<file path="src/rtl/frame_gen_pkg.sv">
// Shared types and constants for the frame timing controller.
// Holds the sequencer state enum, pattern codes and the auto-cycle helper.
package frame_gen_pkg;

   localparam int CNT_W_DEF = 16;
   localparam int PAT_W     = 3;

   typedef enum logic [2:0] {
      ST_IDLE,
      ST_VFRONT,
      ST_LINE,
      ST_HBLANK,
      ST_VBACK,
      ST_FBLANK
   } frame_state_e;

   localparam logic [PAT_W-1:0] PAT_BLACK = 3'b000;
   localparam logic [PAT_W-1:0] PAT_WHITE = 3'b001;
   localparam logic [PAT_W-1:0] PAT_GRAD  = 3'b010;
   localparam logic [PAT_W-1:0] PAT_CHECK = 3'b011;
   localparam logic [PAT_W-1:0] PAT_AUTO  = 3'b100;
   localparam logic [PAT_W-1:0] PAT_LOGO  = 3'b111;

   // Auto-cycle order: BLACK, WHITE, GRAD, CHECK, LOGO, then wrap.
   function automatic logic [PAT_W-1:0] next_auto_pat(
      input logic [PAT_W-1:0] cur
   );
      logic [PAT_W-1:0] nxt;
      nxt = PAT_BLACK;
      unique case (cur)
         PAT_BLACK: nxt = PAT_WHITE;
         PAT_WHITE: nxt = PAT_GRAD;
         PAT_GRAD:  nxt = PAT_CHECK;
         PAT_CHECK: nxt = PAT_LOGO;
         default:   nxt = PAT_BLACK;
      endcase
      return nxt;
   endfunction

endpackage

</file>
<file path="src/rtl/frame_timing_ctrl_if.sv">
// Control/timing bundle between a frame source and the timing controller.
// master: controller side (drives timing); slave: consumer side (drives enable/sel_in).
interface frame_timing_ctrl_if;
   import frame_gen_pkg::*;

   logic             enable;
   logic [PAT_W-1:0] sel_in;
   logic             fval;
   logic             lval;
   logic             dval;
   logic             fval_posedge;
   logic             lval_negedge;
   logic [PAT_W-1:0] sel_out;
   logic             busy;
   logic             frame_done;

   modport master (
      input  enable, sel_in,
      output fval, lval, dval, fval_posedge, lval_negedge,
      output sel_out, busy, frame_done
   );

   modport slave (
      output enable, sel_in,
      input  fval, lval, dval, fval_posedge, lval_negedge,
      input  sel_out, busy, frame_done
   );

endinterface

</file>
<file path="src/rtl/frame_cycle_counter.sv">
// Loadable down-counter with terminal-count flag; saturates at zero.
// Ports: clk, rst, load_i, load_val_i, dec_i, tc_o (count == 0).
module frame_cycle_counter #(
   parameter int W = 16
) (
   input  logic         clk,
   input  logic         rst,
   input  logic         load_i,
   input  logic [W-1:0] load_val_i,
   input  logic         dec_i,
   output logic         tc_o
);

   logic [W-1:0] cnt_q;
   logic [W-1:0] cnt_d;

   always_comb begin
      cnt_d = cnt_q;
      if (load_i) begin
         cnt_d = load_val_i;
      end else if (dec_i && (cnt_q != '0)) begin
         cnt_d = cnt_q - 1'b1;
      end
   end

   always_ff @(posedge clk) begin
      if (rst) begin
         cnt_q <= '0;
      end else begin
         cnt_q <= cnt_d;
      end
   end

   assign tc_o = (cnt_q == '0);

endmodule

</file>
<file path="src/rtl/frame_timing_ctrl.sv">
// Frame sequencer generating registered FVAL/LVAL/DVAL timing and strobes.
// Ports: clk, rst (sync, active-high), tim_if (master: enable/sel_in in,
// fval/lval/dval/fval_posedge/lval_negedge/sel_out/busy/frame_done out).
// Optional macro FRAME_PATTERN_CYCLE_EN enables sel_in=100 auto-cycle mode.
module frame_timing_ctrl
   import frame_gen_pkg::*;
#(
   parameter int DVAL_HIGH = 640,
   parameter int ROW_COUNT = 480,
   parameter int H_BLANK   = 16,
   parameter int V_FRONT   = 8,
   parameter int V_BACK    = 8,
   parameter int F_BLANK   = 32,
   parameter int CNT_W     = CNT_W_DEF
) (
   input logic                clk,
   input logic                rst,
   frame_timing_ctrl_if.master tim_if
);

   if (DVAL_HIGH < 1 || ROW_COUNT < 1 || H_BLANK < 1 ||
       V_FRONT < 1 || V_BACK < 1 || F_BLANK < 1 ||
       64'(DVAL_HIGH) >= (64'd1 << CNT_W) ||
       64'(ROW_COUNT) >= (64'd1 << CNT_W)) begin : g_param_err
      $error("frame_timing_ctrl: illegal timing parameters");
   end

   // Counters run down from duration-1 to zero.
   localparam logic [CNT_W-1:0] LD_VF = CNT_W'(V_FRONT - 1);
   localparam logic [CNT_W-1:0] LD_DH = CNT_W'(DVAL_HIGH - 1);
   localparam logic [CNT_W-1:0] LD_HB = CNT_W'(H_BLANK - 1);
   localparam logic [CNT_W-1:0] LD_VB = CNT_W'(V_BACK - 1);
   localparam logic [CNT_W-1:0] LD_FB = CNT_W'(F_BLANK - 1);
   localparam logic [CNT_W-1:0] LD_RC = CNT_W'(ROW_COUNT - 1);

   frame_state_e state_q, state_d;

   logic             pix_ld, pix_tc;
   logic [CNT_W-1:0] pix_val;
   logic             ln_ld, ln_dec, ln_tc;

   logic             fval_q, fval_d;
   logic             lval_q, lval_d;
   logic             fpos_q, fpos_d;
   logic             lneg_q, lneg_d;
   logic             busy_q, busy_d;
   logic             done_q, done_d;
   logic [PAT_W-1:0] sel_q, sel_d;

   frame_cycle_counter #(.W(CNT_W)) u_pix_cnt (
      .clk        (clk),
      .rst        (rst),
      .load_i     (pix_ld),
      .load_val_i (pix_val),
      .dec_i      (1'b1),
      .tc_o       (pix_tc)
   );

   // Remaining lines after the current one; decremented on HBLANK entry.
   frame_cycle_counter #(.W(CNT_W)) u_line_cnt (
      .clk        (clk),
      .rst        (rst),
      .load_i     (ln_ld),
      .load_val_i (LD_RC),
      .dec_i      (ln_dec),
      .tc_o       (ln_tc)
   );

   always_comb begin
      state_d = state_q;
      pix_ld  = 1'b0;
      pix_val = '0;
      ln_ld   = 1'b0;
      ln_dec  = 1'b0;
      unique case (state_q)
         ST_IDLE: begin
            if (tim_if.enable) begin
               state_d = ST_VFRONT;
               pix_ld  = 1'b1;
               pix_val = LD_VF;
               ln_ld   = 1'b1;
            end
         end
         ST_VFRONT: begin
            if (pix_tc) begin
               state_d = ST_LINE;
               pix_ld  = 1'b1;
               pix_val = LD_DH;
            end
         end
         ST_LINE: begin
            if (pix_tc) begin
               pix_ld = 1'b1;
               if (ln_tc) begin
                  state_d = ST_VBACK;
                  pix_val = LD_VB;
               end else begin
                  state_d = ST_HBLANK;
                  pix_val = LD_HB;
                  ln_dec  = 1'b1;
               end
            end
         end
         ST_HBLANK: begin
            if (pix_tc) begin
               state_d = ST_LINE;
               pix_ld  = 1'b1;
               pix_val = LD_DH;
            end
         end
         ST_VBACK: begin
            if (pix_tc) begin
               state_d = ST_FBLANK;
               pix_ld  = 1'b1;
               pix_val = LD_FB;
            end
         end
         ST_FBLANK: begin
            if (pix_tc) begin
               if (tim_if.enable) begin
                  state_d = ST_VFRONT;
                  pix_ld  = 1'b1;
                  pix_val = LD_VF;
                  ln_ld   = 1'b1;
               end else begin
                  state_d = ST_IDLE;
               end
            end
         end
         default: state_d = ST_IDLE;
      endcase
   end

   // Outputs are decoded from the next state and registered, so they
   // line up with the state register.
   always_comb begin
      fval_d = (state_d != ST_IDLE) && (state_d != ST_FBLANK);
      lval_d = (state_d == ST_LINE);
      busy_d = (state_d != ST_IDLE);
      fpos_d = (state_d == ST_VFRONT) && (state_q != ST_VFRONT);
      lneg_d = (state_q == ST_LINE) &&
               ((state_d == ST_HBLANK) || (state_d == ST_VBACK));
      done_d = (state_q == ST_VBACK) && (state_d == ST_FBLANK);
   end

`ifdef FRAME_PATTERN_CYCLE_EN
   logic auto_q, auto_d;

   always_comb begin
      sel_d  = sel_q;
      auto_d = auto_q;
      if (fpos_d) begin
         if (tim_if.sel_in == PAT_AUTO) begin
            auto_d = 1'b1;
            sel_d  = auto_q ? next_auto_pat(sel_q) : PAT_BLACK;
         end else begin
            auto_d = 1'b0;
            sel_d  = tim_if.sel_in;
         end
      end
   end

   always_ff @(posedge clk) begin
      if (rst) begin
         auto_q <= 1'b0;
      end else begin
         auto_q <= auto_d;
      end
   end
`else
   always_comb begin
      sel_d = sel_q;
      if (fpos_d) begin
         sel_d = tim_if.sel_in;
      end
   end
`endif

   always_ff @(posedge clk) begin
      if (rst) begin
         state_q <= ST_IDLE;
         fval_q  <= 1'b0;
         lval_q  <= 1'b0;
         fpos_q  <= 1'b0;
         lneg_q  <= 1'b0;
         busy_q  <= 1'b0;
         done_q  <= 1'b0;
         sel_q   <= PAT_BLACK;
      end else begin
         state_q <= state_d;
         fval_q  <= fval_d;
         lval_q  <= lval_d;
         fpos_q  <= fpos_d;
         lneg_q  <= lneg_d;
         busy_q  <= busy_d;
         done_q  <= done_d;
         sel_q   <= sel_d;
      end
   end

   assign tim_if.fval         = fval_q;
   assign tim_if.lval         = lval_q;
   assign tim_if.dval         = lval_q;
   assign tim_if.fval_posedge = fpos_q;
   assign tim_if.lval_negedge = lneg_q;
   assign tim_if.busy         = busy_q;
   assign tim_if.frame_done   = done_q;
   assign tim_if.sel_out      = sel_q;

endmodule

</file>
<file path="src/flat_wrapper.sv">
// flat-port wrapper written by rule: the top's interface ports become plain ports
module frame_timing_ctrl_flat import frame_gen_pkg::*;
#(
   parameter int DVAL_HIGH = 640,
   parameter int ROW_COUNT = 480,
   parameter int H_BLANK   = 16,
   parameter int V_FRONT   = 8,
   parameter int V_BACK    = 8,
   parameter int F_BLANK   = 32,
   parameter int CNT_W     = CNT_W_DEF
)
  (clk, rst, tim_if_enable, tim_if_sel_in, tim_if_fval, tim_if_lval, tim_if_dval, tim_if_fval_posedge, tim_if_lval_negedge, tim_if_sel_out, tim_if_busy, tim_if_frame_done);
  frame_timing_ctrl_if tim_if_i ();
  input logic clk;
  input logic rst;
  input wire logic [$bits(tim_if_i.enable)-1:0] tim_if_enable;
  input wire logic [$bits(tim_if_i.sel_in)-1:0] tim_if_sel_in;
  output wire logic [$bits(tim_if_i.fval)-1:0] tim_if_fval;
  output wire logic [$bits(tim_if_i.lval)-1:0] tim_if_lval;
  output wire logic [$bits(tim_if_i.dval)-1:0] tim_if_dval;
  output wire logic [$bits(tim_if_i.fval_posedge)-1:0] tim_if_fval_posedge;
  output wire logic [$bits(tim_if_i.lval_negedge)-1:0] tim_if_lval_negedge;
  output wire logic [$bits(tim_if_i.sel_out)-1:0] tim_if_sel_out;
  output wire logic [$bits(tim_if_i.busy)-1:0] tim_if_busy;
  output wire logic [$bits(tim_if_i.frame_done)-1:0] tim_if_frame_done;
  assign tim_if_i.enable = tim_if_enable;
  assign tim_if_i.sel_in = tim_if_sel_in;
  assign tim_if_fval = tim_if_i.fval;
  assign tim_if_lval = tim_if_i.lval;
  assign tim_if_dval = tim_if_i.dval;
  assign tim_if_fval_posedge = tim_if_i.fval_posedge;
  assign tim_if_lval_negedge = tim_if_i.lval_negedge;
  assign tim_if_sel_out = tim_if_i.sel_out;
  assign tim_if_busy = tim_if_i.busy;
  assign tim_if_frame_done = tim_if_i.frame_done;
  frame_timing_ctrl #(.DVAL_HIGH(DVAL_HIGH), .ROW_COUNT(ROW_COUNT), .H_BLANK(H_BLANK), .V_FRONT(V_FRONT), .V_BACK(V_BACK), .F_BLANK(F_BLANK), .CNT_W(CNT_W)) u_core (.clk(clk), .rst(rst), .tim_if(tim_if_i));
endmodule
</file>
<file path="config.mk">
export PLATFORM = sky130hd
export DESIGN_NAME = frame_timing_ctrl_flat
export DESIGN_NICKNAME = d
export VERILOG_FILES = /design/src/rtl/frame_gen_pkg.sv /design/src/rtl/frame_timing_ctrl_if.sv /design/src/rtl/frame_cycle_counter.sv /design/src/rtl/frame_timing_ctrl.sv /design/src/flat_wrapper.sv
export SDC_FILE = /design/constraint.sdc
export NUM_CORES = 1
export LEC_CHECK = 0
export CELL_PAD_IN_SITES_DETAIL_PLACEMENT = 1
export CELL_PAD_IN_SITES_GLOBAL_PLACEMENT = 1
export CORE_ASPECT_RATIO = 0.75
export CORE_UTILIZATION = 40
export CTS_BUF_LIST = sky130_fd_sc_hd__clkbuf_8
export DETAILED_ROUTE_END_ITERATION = 10
export DONT_BUFFER_PORTS = 1
export PLACE_DENSITY = 0.73
export SETUP_SLACK_MARGIN = 0.1
export SYNTH_ARGS = -nofsm -noshare
export SYNTH_HDL_FRONTEND = slang
export SYNTH_HIERARCHICAL = 1
export SYNTH_SLANG_ARGS = --single-unit
</file>
<file path="constraint.sdc">
create_clock -name clk -period 4.6 [get_ports clk]
set_input_delay 0.92 -clock clk [delete_from_list [all_inputs] [get_ports clk]]
set_output_delay 0.92 -clock clk [all_outputs]
set_load 0.01 [all_outputs]
</file>
==> impl_metrics.csv, run 1 <==
group,metric,value,unit
drt,remaining_drc_errors,0,
setup_path,cp.buffers_inverters,3,
yosys,synth-seq-cells,44,
final_layout,n_antenna_cell,0,
sta,max_slew_margin,56.26,%
drt,route.detailed.vias_per_inst,5.336,
global_routing,grt_use_total,18.77,%
place,place.detailed.hpwl,4079,um
min_path,worst_hold_path_type,"reg2reg",
sta,clock_skew,0.01308,ns
clock_tree,clk_lat_worst_skew,0.30,ns
power,worst_ir_drop_vdd,0.1847,mV
clock_tree,cts_buffers,5,
sta,finalHoldViolations,0,
yosys,synth_fa_ha_area_share,0.9794,%
sta,setup_total_negative_slack,0,ns
yosys,largest_family_of_logic_cells_by_synthesized_area,"simple AND/OR/NAND/NOR gates",
global_routing,grt-ovfl-total,0,
floorplanning,rows,24,
final_layout,stdcell_area,0.002735,sq mm
floorplanning,die_height,71.22,um
drt,number_of_violations_reported_at_the_end_of_detailed_routing_iteration_0,40,
yosys,ys_dominant_reg_cell,"dfxtp_1",
clock_tree,h-tree-depth,2,
clock_tree,cts_resized,0,
place,dpl-instance-area,0.002643,sq mm
clock_tree,reg_clk_slew_reported_paths,0.09,ns
drt,antenna_violating_nets_post_route,0,
drt,post_drt_wl_per_cell,14.41,um
final_layout,layout_overhead_on_the_synthesized_area,7.052,%
yosys,synth_simple_gate_area_share,28.70,%
sta,grt_setup_unrepaired,"no",
final_layout,ff_latch_area,880.8,sq um
yosys,seq_area_frac_synth,34.48,%
clock_tree,cts_setup_buffers,0,
final_layout,nFillCells,773,
final_layout,final_layout_size_suffix_gt1_share,11.11,%
setup_path,path_cells,"nor4_1 -> and4bb_2 -> inv_1 -> a2bb2oi_1 -> o22ai_1 -> clkinv_1 -> buf_4 -> a311oi_1",
setup_path,arrival_time_worst_endpoint,3.84,ns
power,power.static_leakage,0.9597,nW
sta,max_clock_freq,0.2751,GHz
setup_path,r2r_setup_slack,0.96,ns
clock_tree,cts_buffer_depth,2,
final_layout,fin_nets,331,
yosys,synth_area_in_compound_gates,21.25,%
yosys,mappedNetlistArea,0.002555,sq mm
setup_path,worstSetupEndpointType,"flip-flop",
setup_path,critical_path_class,"reg2reg",
global_routing,wire_length_of_the_first_global_routing_pass,9922,um
place,place.detailed.instances,394,
sta,tightest_slew,0.6501,ns
yosys,muxShareOfSynthArea,1.959,%
floorplanning,design.die.area,0.006715,sq mm
setup_path,timing.critical_path.slowest_stage_cell,"and4bb_2",
run,timing.max_cap.violations,0,
sta,final_period_minus_worst_setup_slack,3.635,ns
global_routing,maximum_number_of_pins_on_one_net_before_global_route_repair,45,
yosys,average_cell_area_after_synthesis,8.488,sq um
floorplanning,design.core.area,0.005976,sq mm
clock_tree,cts.sinks,44,
clock_tree,cts.hold.buffers_added,0,
global_routing,grt_antenna_before_repair,0,
yosys,yosys_warnings,6,
drt,routed_wl,5791,um
setup_path,cp_data_required_time,4.81,ns
setup_path,worst_setup_path_start_kind,"flip-flop",
floorplanning,start_util,42.76,%
global_routing,vias_in_the_first_global_route,2081,
drt,pre_repair_dr_iteration_count,4,
setup_path,timing.critical_path.slowest_cell_delay,0.67,ns
final_layout,layoutNonFillerInstCount,402,
floorplanning,ios,16,
power,power_density,411.4,mW/mm^2
setup_path,path_max_fanout,22,
run_status,run_status,"finished clean",
yosys,synth_cell_type_count,58,
sta,period_share,79.03,%
yosys,asyncSetResetFlopFracSynth,0,%
sta,report.final.slew_viol_count,0,
setup_path,crit_family,"simple AND/OR/NAND/NOR gates",
place,placement.io_buffers,0,
yosys,synthesis.instances,301,
drt,dr_total_vias,2145,
floorplanning,die_width,94.29,um
sta,timing.final.setup_violations,0,
place,routabilityCongestion,0.7521,
clock_tree,tritoncts_clock_tree,"yes",
final_layout,area_of_combinational_cells_with_multiple_inputs,0.001612,sq mm
yosys,synth_enable_flop_cells,0,
yosys,post_synth_xor_area_fraction,5.485,%
clock_tree,root_buffer,"clkbuf_8",
==> final timing paths <==
| kind | startpoint | to | depth (start not counted) |
|---|---|---|---|
| worst min register to register | u_core/u_line_cnt/cnt_q[4] | u_core/u_line_cnt/cnt_q[4] | 2 |
| worst max register to register | u_core/u_pix_cnt/cnt_q[3] | u_core/u_pix_cnt/cnt_q[4] | 8 |
| worst max-delay path | u_core/u_pix_cnt/cnt_q[3] | u_core/u_pix_cnt/cnt_q[4] | 8 |
| worst min-delay path | u_core/u_line_cnt/cnt_q[4] | u_core/u_line_cnt/cnt_q[4] | 2 |
==> metal layers <==
metal / track usage (%) / part of all wire [%]
met1: 27.24 / 56
met2: 27.86 / 40
met3: 4.246 / 2.5
met4: 5.128 / 1.1
met5: 0 / 0
==> worst register-to-register path, delay by kind of cell (launching register included) <==
family	cells	cell delay, ns
buf+inv	3	0.96
simple gates	2	1.29
compound gates	3	0.93
flops	1	0.37
==> metrics by stage <==
stage                     util (%)  setup slack (ns)  power [mW]  hold slack (ns)
final                        45.77            0.9646       1.125           0.5559
after CTS                    45.77            0.9672       1.135           0.5524
after detailed placement     44.22            0.9942      0.8787           0.5376
after floorplan                  -             1.413      0.8157           0.4987
after global routing         45.77            0.6954       1.201           0.5845
after global placement       44.22             1.153      0.8674           0.5204
==> synth_stat cells (all sizes together) (3+ instances only) <==
cell type	count	share of area, %
nor3b	4	1.2
nor2b	6	1.5
xnor2	16	5.5
a311oi	6	2.1
inv	8	1.2
or3	9	2.5
dfxtp	44	34
mux2i	5	2.0
o22ai	4	1.2
nand3	5	0.98
nor3	15	2.9
buf	9	2.9
o221ai	4	1.4
o21ai	10	2.5
nand2	19	2.8
and4bb	3	1.6
clkbuf	6	1.7
a21oi	17	3.5
o21bai	7	2.2
or4	5	1.9
nor4	8	2.0
nor2	41	6.0
a211oi	15	4.9
==> state kept, by name, indices dropped and copies added (netlist names) <==
name                        cells
u_core/state_q                  3
u_core/tim_if.busy              1
u_core/tim_if.dval              1
u_core/tim_if.frame_done        1
u_core/tim_if.fval              1
u_core/tim_if.fval_posedge      1
u_core/tim_if.lval_negedge      1
u_core/tim_if.sel_out           3
u_core/u_line_cnt/cnt_q        16
u_core/u_pix_cnt/cnt_q         16
==> power by group <==
part	internal [mW]	switching (mW)
Combinational	0.157	0.202
Sequential	0.441	0.0734
Clock	0.108	0.144
==> final cells by class <==
class,instances,share of cell area (%)
clock buffers,5,2.516
repair buffers,2,0.5489
clock inverters,3,0.8692
flip-flops and latches,44,32.20
inverters,10,1.372
multi-input cells,260,58.92
well taps,78,3.568
==> kinds of logic (layout without fill, tap and decap cells) <==
logic type                 Yosys count  in the layout
muxes                                5              5
buffers and inverters               27             20
xor gates and xnor gates            16             16
other                                2             32
AOI/OAI and AO/OA                   73             73
adders and majority gates            2              2
and+or+nand+nor                    132            132
DFF                                 44             44
==> cell usage in the layout, fill, tap and decap left out, types with 7 or more instances in the layout <==
cell      instances
dfxtp_1          44
nor2_1           41
conb_1           32
nand2_1          19
a21oi_1          16
xnor2_1          16
nor3_1           15
a211oi_1         14
nor4_1            8
inv_1             7
Note: power is estimated with default switching activity, not from simulation.
==> inputs of run 2 (changes only) <==
- PLACE_DENSITY: 0.73 -> 0.75
- clock period: 4.6 -> 3.28 ns (I/O delays scaled with it)
==> impl_metrics.csv, run 2 (same netlist as run 1, synthesis figures left out) <==
group,metric,value,unit
sta,report.final.slew_viol_count,0,
floorplanning,die_height,71.22,um
final_layout,layout_commonest_cell,"dfxtp_1",
sta,setup_total_negative_slack,0,ns
power,switching_share,35.32,%
drt,post_drt_wl_per_cell,14.86,um
run_status,run_status,"finished clean",
power,power.static_leakage,1.018,nW
clock_tree,cts.hold.buffers_added,0,
drt,route.detailed.vias_per_inst,5.387,
clock_tree,cts.sinks,44,
sta,finalHoldViolations,0,
power,worst_ir_drop_vdd,0.2866,mV
final_layout,fin_nets,340,
final_layout,top_regs,"u_core/u_line_cnt/cnt_q x16, u_core/u_pix_cnt/cnt_q x16",
final_layout,most-common-layout-cells,"44 x dfxtp_1, 41 x nor2_1, 32 x conb_1",
power,net_switching_power_of_the_design,0.5986,mW
place,placement.io_buffers,0,
drt,routed_wl,6109,um
power,power_frac_seq,42.4,%
global_routing,grt_use_total,19.90,%
setup_path,path_max_fanout,8,
power,power.share.clock,24.9,%
clock_tree,cts_buffers,5,
sta,max_slew_margin,63.50,%
floorplanning,design.core.area,0.005976,sq mm
final_layout,n_antenna_cell,0,
global_routing,maximum_number_of_pins_on_one_net_before_global_route_repair,45,
clock_tree,tritoncts_clock_tree,"yes",
drt,pre_repair_dr_iteration_count,4,
floorplanning,design.die.area,0.006715,sq mm
clock_tree,clk_lat_worst_skew,0.31,ns
clock_tree,cts_setup_buffers,0,
place,place.detailed.hpwl,4353,um
setup_path,worstSetupEndpointType,"flip-flop",
floorplanning,start_util,42.76,%
setup_path,arrival_time_worst_endpoint,3.24,ns
sta,period_share,92.08,%
clock_tree,h-tree-depth,2,
final_layout,final_layout_size_suffix_gt1_share,13.81,%
min_path,hp-start,"rst",
sta,grt_setup_unrepaired,"no",
sta,clock_skew,0.01002,ns
power,internal-power,1.096,mW
run,timing.max_cap.violations,0,
sta,final_period_minus_worst_setup_slack,3.020,ns
place,dpl-instance-area,0.002713,sq mm
setup_path,critical_path_class,"reg2reg",
global_routing,wire_length_of_the_first_global_routing_pass,10500,um
setup_path,cp_data_required_time,3.50,ns
drt,antenna_violating_nets_post_route,0,
sta,max_clock_freq,0.3311,GHz
setup_path,worst_r2r_startpoint,"u_core/u_pix_cnt/cnt_q[10]",
power,share_comb_of_total_power,32.7,%
final_layout,layout_overhead_on_the_synthesized_area,10.53,%
power,power_density,600.1,mW/mm^2
sta,tightest_slew,0.5433,ns
place,routabilityCongestion,0.7894,
setup_path,startpoint,"u_core/u_pix_cnt/cnt_q[10]",
floorplanning,ios,16,
final_layout,stdcell_area,0.002824,sq mm
drt,dr_total_vias,2214,
clock_tree,cts_resized,0,
global_routing,grt_antenna_before_repair,0,
drt,number_of_violations_reported_at_the_end_of_detailed_routing_iteration_0,64,
clock_tree,reg_clk_slew_reported_paths,0.09,ns
floorplanning,rows,24,
global_routing,vias_in_the_first_global_route,2164,
global_routing,grt-ovfl-total,0,
drt,remaining_drc_errors,0,
floorplanning,die_width,94.29,um
sta,timing.final.setup_violations,0,
clock_tree,root_buffer,"clkbuf_8",
min_path,worst_hold_path_type,"in2reg",
clock_tree,cts_buffer_depth,2,
final_layout,fin_util,47.26,%
setup_path,worst_setup_path_start_kind,"flip-flop",
-- run 2: changes by cell type in the layout (fill, tap and decap cells not counted), sizes merged --
| cell | delta |
|---|---|
| buf | +9 |
| bufinv | +1 |
| clkinvlp | -1 |
-- run 2: final timing paths --
check | end | slack [ns] | depth (start not counted)
max | u_core/u_line_cnt/cnt_q[4] | 0.26 | 7
min | u_core/u_pix_cnt/cnt_q[1] | 0.41 | 1
max reg2reg | u_core/u_line_cnt/cnt_q[4] | 0.26 | 7
min reg2reg | u_core/u_line_cnt/cnt_q[4] | 0.54 | 2
-- run 2: cell type report --
cell class,instances,area (sq um)
repair buffers,11,82.58
fillers,711,3152
inverters,10,37.54
multi-input cells,260,1614
clock inverters,3,42.54
flip-flops and latches,44,880.8
well taps,78,97.59
clock buffers,5,68.82
-- run 2: critical path, stage by stage, from the launching register on --
cell,delay [ns]
dfxtp_1,0.35
or4_1,0.59
and4bb_2,0.34
and4bb_4,0.24
nor2b_2,0.29
or4bb_1,0.45
or3_2,0.42
a311oi_1,0.26
-- run 2: stage by stage --
stage	cells	power [mW]	hold WS, ns	worst slack, ns
after floorplan	331	1.144	0.4987	0.1813
after detailed placement	403	1.274	0.5282	0.2978
final	411	1.695	0.4106	0.2599
after global placement	403	1.256	0.5216	0.3594
after CTS	411	1.704	0.3981	0.2709
after global routing	411	1.807	0.3960	0.1346
-- run 2: layer usage --
metal	up-vias	wire [um]	global-route usage, %
li1	1127	-	-
met1	1061	3455	30.49
met2	19	2466	27.94
met3	7	112	3.291
met4	0	75	6.667
met5	-	0	0
-- run 2: power by group through the flow --
stage               Sequential [mW]  Combinational, mW  Clock [mW]
global route                  0.732              0.618       0.458
CTS                           0.718              0.551       0.434
finish                        0.719              0.553       0.422
floorplan                     0.697              0.447           0
detailed placement            0.730              0.545           0
global placement              0.725              0.532           0
==> inputs of run 3 (changes only) <==
- PLACE_DENSITY: 0.75 -> 0.73
- clock period: 3.28 -> 3.4 ns (I/O delays scaled with it)
==> impl_metrics.csv, run 3 (same netlist as run 1, synthesis figures left out) <==
group,metric,value,unit
global_routing,use_met1,27.96,%
final_layout,nFillCells,729,
min_path,hp-start,"rst",
min_path,count_of_cells_along_the_worst_hold_path,1,
setup_path,worst_setup_path_start_kind,"flip-flop",
place,dpl-instance-area,0.002695,sq mm
clock_tree,cts_buffers,5,
final_layout,final_layout_size_suffix_gt1_share,12.99,%
clock_tree,reg_clk_slew_reported_paths,0.09,ns
sta,report.final.slew_viol_count,0,
sta,clock_skew,0.01550,ns
global_routing,grt-ovfl-total,0,
global_routing,met3_usage,3.609,%
clock_tree,cts_resized,0,
clock_tree,tritoncts_clock_tree,"yes",
drt,route.detailed.vias_per_inst,5.369,
setup_path,path_max_fanout,23,
min_path,hold_end,"u_core/u_pix_cnt/cnt_q[3]",
sta,grt_setup_unrepaired,"no",
power,power.static_leakage,1.017,nW
floorplanning,ios,16,
sta,finalHoldViolations,0,
run_status,run_status,"finished clean",
global_routing,grt_util_met2,32.69,%
drt,antenna_violating_nets_post_route,0,
final_layout,layout_overhead_on_the_synthesized_area,10.24,%
drt,routed_wl,6177,um
drt,dr_total_vias,2196,
setup_path,arrival_time_worst_endpoint,3.22,ns
drt,pre_repair_dr_iteration_count,4,
global_routing,vias_in_the_first_global_route,2235,
floorplanning,die_width,94.29,um
sta,tightest_slew,0.5621,ns
clock_tree,h-tree-depth,2,
floorplanning,die_height,71.22,um
clock_tree,root_buffer,"clkbuf_8",
power,worst_ir_drop_vdd,0.2167,mV
final_layout,fin_nets,338,
final_layout,top_regs,"u_core/u_line_cnt/cnt_q x16, u_core/u_pix_cnt/cnt_q x16",
setup_path,r2r.worst_path.cells,11,
drt,number_of_violations_reported_at_the_end_of_detailed_routing_iteration_0,93,
place,routabilityCongestion,0.8257,
setup_path,critical_path_class,"reg2reg",
power,power_density,582.3,mW/mm^2
floorplanning,design.die.area,0.006715,sq mm
final_layout,stdcell_area,0.002816,sq mm
drt,remaining_drc_errors,0,
power,totalPowerFinal,1.640,mW
setup_path,end_of_the_worst_register_to_register_path,"u_core/u_pix_cnt/cnt_q[13]",
global_routing,grt_antenna_before_repair,0,
sta,max_clock_freq,0.3273,GHz
final_layout,most-common-layout-cells,"44 x dfxtp_1, 41 x nor2_1, 32 x conb_1",
floorplanning,start_util,42.76,%
floorplanning,rows,24,
setup_path,cp_data_required_time,3.57,ns
sta,timing.final.setup_violations,0,
floorplanning,design.core.area,0.005976,sq mm
final_layout,layout_commonest_cell,"dfxtp_1",
run,timing.max_cap.violations,0,
clock_tree,cts_buffer_depth,2,
place,dpl_worst_slack,0.4179,ns
sta,period_share,89.85,%
setup_path,worst_r2r_startpoint,"u_core/u_pix_cnt/cnt_q[10]",
min_path,worst_hold_path_type,"in2reg",
place,placement.io_buffers,0,
clock_tree,cts.sinks,44,
global_routing,grt_use_total,20.31,%
sta,setup_total_negative_slack,0,ns
sta,final_period_minus_worst_setup_slack,3.055,ns
sta,max_slew_margin,62.24,%
global_routing,maximum_number_of_pins_on_one_net_before_global_route_repair,45,
clock_tree,clk_lat_worst_skew,0.30,ns
clock_tree,cts_setup_buffers,0,
sta,setup_slack,0.3451,ns
clock_tree,cts.hold.buffers_added,0,
global_routing,wire_length_of_the_first_global_routing_pass,10710,um
final_layout,n_antenna_cell,0,
setup_path,worstSetupEndpointType,"flip-flop",
global_routing,grt_most_used_layer,"met2",
place,place.detailed.hpwl,4303,um
drt,post_drt_wl_per_cell,15.10,um
setup_path,r2r_setup_slack,0.35,ns
-- run 3: cell types whose count changed in the layout (fill, tap and decap cells not counted), sizes merged --
| cell | before | now |
|---|---|---|
| buf | 11 | 9 |
| clkinvlp | 1 | 0 |
| clkbuf | 5 | 6 |
-- run 3: layout make-up --
type / count / area (sq um) / area share (%)
clock buffers: 6 / 82.58 / 2.932
repair buffers: 9 / 67.56 / 2.399
well taps: 78 / 97.59 / 3.465
inverters: 10 / 37.54 / 1.333
flip-flops and latches: 44 / 880.8 / 31.28
multi-input cells: 260 / 1612 / 57.22
clock inverters: 2 / 38.79 / 1.377
-- run 3: per-layer routing --
metal / wire length (um) / vias to the layer above
met4: 45 / 0
li1: - / 1121
met5: 0 / -
met3: 126 / 4
met2: 2677 / 23
met1: 3327 / 1048
-- run 3: worst max-delay path by stage --
stage,end,slack (ns),depth (start not counted),start
after global placement,u_core/u_line_cnt/cnt_q[4],0.51,7,u_core/u_pix_cnt/cnt_q[7]
after floorplan,u_core/u_line_cnt/cnt_q[4],0.21,9,u_core/u_pix_cnt/cnt_q[7]
after global routing,u_core/u_pix_cnt/cnt_q[10],0.14,10,u_core/u_pix_cnt/cnt_q[10]
final,u_core/u_pix_cnt/cnt_q[13],0.35,11,u_core/u_pix_cnt/cnt_q[10]
after detailed placement,u_core/u_pix_cnt/cnt_q[5],0.42,10,u_core/u_pix_cnt/cnt_q[10]
after CTS,u_core/u_pix_cnt/cnt_q[13],0.34,11,u_core/u_pix_cnt/cnt_q[10]
-- run 3: per-stage QoR --
step | utilization (%) | hold WS, ns | std cells
after CTS | 47.13 | 0.4304 | 409
final | 47.13 | 0.4373 | 409
after detailed placement | 45.10 | 0.5259 | 401
after floorplan | - | 0.4987 | 331
after global placement | 45.10 | 0.5210 | 401
after global routing | 47.13 | 0.4175 | 409
-- run 3: worst max-delay path, cell delays in order, from the launching register on --
cell       delay (ns)
dfxtp_1          0.34
or4_1            0.58
and4bb_2         0.43
buf_4            0.25
inv_1            0.11
a2bb2oi_1        0.18
o22ai_1          0.22
buf_4            0.20
clkinv_1         0.15
buf_4            0.25
o21bai_1         0.17
a21oi_1          0.05
-- run 3: power breakdown --
group | internal, mW | switching [mW]
clock | 0.240 | 0.182
combinational | 0.234 | 0.292
sequential | 0.596 | 0.0956
total | 1.07 | 0.570
